==> config.mk <==
export PLATFORM = sky130hd
export DESIGN_NAME = count_enable_arbiter
export DESIGN_NICKNAME = d
export VERILOG_FILES = /design/src/rtl/cnt_arb_pkg.sv /design/src/rtl/rr_pick.sv /design/src/rtl/count_enable_arbiter.sv
export SDC_FILE = /design/constraint.sdc
export NUM_CORES = 1
export LEC_CHECK = 0
export BUFFER_PORTS_ARGS = -buffer_cell sky130_fd_sc_hd__buf_2
export CORE_UTILIZATION = 47
export DETAILED_ROUTE_END_ITERATION = 10
export PLACE_DENSITY = 0.71
export SETUP_SLACK_MARGIN = 0.15
export SYNTH_ARGS = -nofsm -noshare
export SYNTH_HDL_FRONTEND = slang
export SYNTH_SLANG_ARGS = --single-unit
==> constraint.sdc <==
create_clock -name clk -period 3.3 [get_ports clk]
set_input_delay 0.495 -clock clk [delete_from_list [all_inputs] [get_ports clk]]
set_output_delay 0.495 -clock clk [all_outputs]
set_load 0.005 [all_outputs]
==> src/rtl/cnt_arb_pkg.sv <==
// Shared types and helpers for the count_enable_arbiter slice.
package cnt_arb_pkg;

  typedef enum logic [1:0] {IDLE, RUN, GAP} state_t;

  // Successor of idx in a ring of n entries.
  function automatic int unsigned ptr_wrap(int unsigned idx, int unsigned n);
    return (idx + 1 >= n) ? 0 : idx + 1;
  endfunction

endpackage

==> src/rtl/rr_pick.sv <==
// Combinational round-robin picker: first set request at or above ptr, wrapping to 0.
module rr_pick #(
  parameter int NUM_REQ = 4
) (
  input  logic [NUM_REQ-1:0]         req,
  input  logic [$clog2(NUM_REQ)-1:0] ptr,
  output logic                       valid,
  output logic [$clog2(NUM_REQ)-1:0] winner
);
  localparam int IW = $clog2(NUM_REQ);

  int            sum;
  logic [IW-1:0] sel;
  logic          found;

  always_comb begin
    valid  = |req;
    winner = '0;
    found  = 1'b0;
    sum    = 0;
    sel    = '0;
    for (int k = 0; k < NUM_REQ; k++) begin
      sum = int'(ptr) + k;
      if (sum >= NUM_REQ) sum = sum - NUM_REQ;
      sel = IW'(sum);
      if (!found && req[sel]) begin
        winner = sel;
        found  = 1'b1;
      end
    end
  end

endmodule

==> src/rtl/count_enable_arbiter.sv <==
// Round-robin arbiter gating a shared up-counter enable for fixed bursts.
// Optional early release of a burst when the owner drops its request: CNT_ARB_EARLY_RELEASE_EN.
module count_enable_arbiter
  import cnt_arb_pkg::*;
#(
  parameter int NUM_REQ   = 4,
  parameter int BURST_LEN = 5
) (
  input  logic                       clk,
  input  logic                       rst,
  input  logic [NUM_REQ-1:0]         req,
  output logic [NUM_REQ-1:0]         grant,
  output logic [$clog2(NUM_REQ)-1:0] grant_id,
  output logic                       cnt_enable,
  output logic                       busy,
  output logic                       done,
  output logic [$clog2(NUM_REQ)-1:0] done_id,
  output logic                       early
);
  localparam int IW = $clog2(NUM_REQ);
  localparam int BW = $clog2(BURST_LEN + 1);

  state_t        state_reg, state_next;
  logic [IW-1:0] winner_reg, winner_next;
  logic [IW-1:0] ptr_reg, ptr_next;
  logic [BW-1:0] beat_reg, beat_next;
  logic          early_reg, early_next;
  logic          pick_valid;
  logic [IW-1:0] pick_winner;
  logic          release_req;

  rr_pick #(.NUM_REQ(NUM_REQ)) u_pick (
    .req    (req),
    .ptr    (ptr_reg),
    .valid  (pick_valid),
    .winner (pick_winner)
  );

`ifdef CNT_ARB_EARLY_RELEASE_EN
  assign release_req = ~req[winner_reg];
`else
  assign release_req = 1'b0;
`endif

  always_ff @(posedge clk or posedge rst) begin
    if (rst) begin
      state_reg  <= IDLE;
      winner_reg <= '0;
      ptr_reg    <= '0;
      beat_reg   <= '0;
      early_reg  <= 1'b0;
    end else begin
      state_reg  <= state_next;
      winner_reg <= winner_next;
      ptr_reg    <= ptr_next;
      beat_reg   <= beat_next;
      early_reg  <= early_next;
    end
  end

  always_comb begin
    state_next  = state_reg;
    winner_next = winner_reg;
    ptr_next    = ptr_reg;
    beat_next   = beat_reg;
    early_next  = early_reg;
    case (state_reg)
      IDLE: begin
        if (pick_valid) begin
          state_next  = RUN;
          winner_next = pick_winner;
          beat_next   = '0;
          early_next  = 1'b0;
        end
      end
      RUN: begin
        // A last-beat edge is a normal finish even if the owner also released.
        if (beat_reg == BW'(BURST_LEN - 1)) begin
          state_next = GAP;
          early_next = 1'b0;
        end else if (release_req) begin
          state_next = GAP;
          early_next = 1'b1;
        end else begin
          beat_next = beat_reg + 1'b1;
        end
      end
      GAP: begin
        state_next = IDLE;
        ptr_next   = IW'(ptr_wrap(32'(winner_reg), NUM_REQ));
      end
      default: state_next = IDLE;
    endcase
  end

  // Outputs decode straight from registered state so reset clears them immediately.
  genvar gi;
  generate
    for (gi = 0; gi < NUM_REQ; gi++) begin : g_grant
      assign grant[gi] = (state_reg == RUN) && (winner_reg == IW'(gi));
    end
  endgenerate

  assign cnt_enable = (state_reg == RUN);
  assign busy       = (state_reg == RUN) || (state_reg == GAP);
  assign done       = (state_reg == GAP);
  assign early      = (state_reg == GAP) && early_reg;
  assign grant_id   = winner_reg;
  assign done_id    = winner_reg;

endmodule

==> reports/qor_table.md <==
| Item | Value | Unit |
|---|---|---|
| Post-CTS setup repair buffer count | 0 | - |
| Number of design rule violations left after detail routing | 0 | - |
| Count of final max-slew check failures | 0 | - |
| Total number of clock tree sinks | 9 | - |
| Detailed-route via count | 602 | - |
| Critical path data required time | 2.80 | ns |
| Number of core rows | 14 | - |
| Final Hold Vio Count | 0 | - |
| Final design utilization | 56.4 | % |
| Core area | 1510 | sq um |
| Initial antenna violation count | 0 | - |
| Effective utilization at floorplan | 50.1 | % |
| Highest clock rate | 0.512 | GHz |
| Number of flip-flops under the largest register name | 3 | - |
| Post-synth top flop | dfrtp_1 | - |
| Avg Vias per Cell | 5.47 | - |
| Count of yosys warnings during synthesis | 0 | - |
| CTS resizes | 0 | - |
| Area enclosed by the die boundary | 1770 | sq um |
| Initial detailed-routing violation count | 10 | - |
| Clock tree from TritonCTS | built | - |
| Pleak | 0.422 | nW |
| HPWL reported at the end of detailed placement | 1.06 | mm |
| Cell accounting for the most synthesized area | dfrtp_1 | - |
| Peak VDD IR | 0.000607 | V |
| Unique cell type count in the Yosys netlist | 36 | - |
| Most common cell in the netlist | inv_1 | - |
| Power per cell area | 798 | nW/um^2 |
| N_diodes | 0 | - |
| Area of all placed cells without fillers | 850 | sq um |
| Area share of the largest cell type after synthesis | 29.9 | % |
| Sequential cell area fraction in the yosys report | 29.9 | % |
| H-tree levels | 1 | - |
| Die height | 42.1 | microns |
| Dominant cells by area after synthesis | dfrtp_1 (30%), ha_1 (15%), inv_1 (5.0%), a21oi_1 (4.0%), o41ai_4 (3.6%) | - |
| Setup repair after global routing missed its margin | no | - |
| Proportion of layout cells with a drive suffix above 1 | 25.5 | % |
| Pre-antenna DRT Iters | 4 | - |
| Final Critical Period | 1.95 | ns |
| Worst-skew pair later-pin latency | 0.27 | ns |
| Reg2Reg Launch Point | state_reg[0] | - |
| Worst min-delay path class | in2async | - |
| Setup total negative slack | 0 | ns |
| Final number of setup-violating endpoints | 0 | - |
| Worst Clk Skew | 0.0148 | ns |
| Largest fanout on the critical path | 15 | - |
| Clock slew at reported path FFs | 0.07 | ns |
| First-pass GRT wire length | 2.46 | mm |
| Max-cap violation count | 0 | - |
| Post-layout nets | 110 | - |
| Crit path from | state_reg[1] | - |
| Mean cell area of the mapped netlist | 9.55 | sq um |
| I/O pin count | 18 | - |
| Seq cells post-synth | 9 | - |
| Buffers from clock root to sink, at most | 2 | - |
| Synth Instances | 79 | - |
| Post-DRT Antenna Nets | 0 | - |
| Largest net degree at the start of global routing | 16 | - |
| Synth async-reset ratio | 100 | % |
| Port Buffers | 16 | - |
| Library cell used as clock root buffer | clkbuf_4 | - |
| Critical Path AT | 1.46 | ns |
| CTS Buf Count | 3 | - |
| Wirelength, routed | 1.41 | mm |
| Final Wtd Congestion | 0.806 | - |
| Top cells by instance count after synthesis | inv_1 (10), dfrtp_1 (9), ha_1 (9) | - |
| Number of global-route vias before repair | 561 | - |
| Netlist Area Pre-Place | 754 | sq um |
| Outcome | finished, final reports clean | - |
| DP Cell Count | 106 | - |
| Placed cell area | 823 | sq um |
| Final Instance Count excl. Fillers | 110 | - |
| Wire length per cell after detailed routing | 12.8 | microns |
| Global router's overall resource usage | 18.5 | % |
| Post-CTS Hold Fix Bufs | 0 | - |
| Kind of launch point of the worst setup path | flop | - |
| CP Class | reg2out | - |
| Post-synth EDFFs | 0 | - |
| Die width | 42.1 | microns |
| Final critical-path share of the clock period | 59.1 | % |
| Post-route total power | 0.000678 | W |
| Post-Syn Nets | 94 | - |
| Number of fill cells | 138 | - |
| Synth-to-Final Area Change | 12.6 | % |
| Congestion Overflow GR | 0 | - |
| Setup crit end kind | primary output | - |
-- area by class of cell --
class | instances | area [sq um] | share of cell area (%)
clock buffers | 4 | 26.3 | 3.09
inverters | 10 | 37.5 | 4.42
multi-input cells | 55 | 460 | 54.2
flip-flops and latches | 9 | 225 | 26.5
well taps | 16 | 20.0 | 2.36
repair buffers | 16 | 80.1 | 9.43
-- worst paths after layout --
path                                to  slack [ns]  cells past startpoint
min in group clk           beat_reg[1]        0.57                      2
hold reg to reg            beat_reg[1]        0.57                      2
max in group asynchronous  beat_reg[2]        2.85                      2
setup reg to reg            done_id[0]        1.76                      4
hold / removal              done_id[1]        0.18                      2
setup / recovery              grant[1]        1.35                      4
-- kinds of logic (layout without fill, tap and decap cells) --
logic type	Yosys count	after routing	synth area share [%]
flip-flops	9	9	29.9
adder cells (fa/ha/maj)	9	9	14.9
AND/OR/NAND/NOR	22	22	19.7
other	1	1	0.497
buffers and inverters	15	30	9.12
multiplexers	3	3	4.31
AO/OA/AOI/OAI	20	20	21.6
-- critical path: stages (launching register included) --
cell and delay (ns):
dfrtp_1 0.37, inv_1 0.09, ha_1 0.44, and2_1 0.19
buf_2 0.11
-- layer usage --
layer / global-route usage (%) / vias to the layer above / wire length, microns
li1: - / 311 / -
met2: 28.7 / 13 / 610
met1: 22.7 / 276 / 704
met4: 7.50 / 0 / 19
met5: 0 / - / 0
met3: 7.76 / 2 / 72
-- stage by stage --
stage / hold WS, ns / setup slack (ns)
after floorplan: 0.323 / 1.70
after global placement: 0.477 / 1.63
after detailed placement: 0.480 / 1.63
after CTS: 0.188 / 1.34
after global routing: 0.209 / 1.22
final: 0.178 / 1.35
-- power breakdown --
part	switching, W	internal (W)	leakage [nW]
Clock	0.0000400	0.0000465	0.0150
Combinational	0.000206	0.000172	0.291
Sequential	0.0000551	0.000159	0.116
Total	0.000301	0.000377	0.422
-- placed cells by master (no fill, tap or decap), drive strengths merged, types with 2 or more instances in the layout --
cell type	instances
buf	16
inv	10
ha	9
dfrtp	9
a21oi	6
nand2	4
and2	4
clkbuf	4
nor3b	2
nor2	2
a21o	2
a21boi	2
nand3	2
o41ai	2
mux2	2
o2111ai	2
No activity file was read; power rests on OpenSTA's default activity.
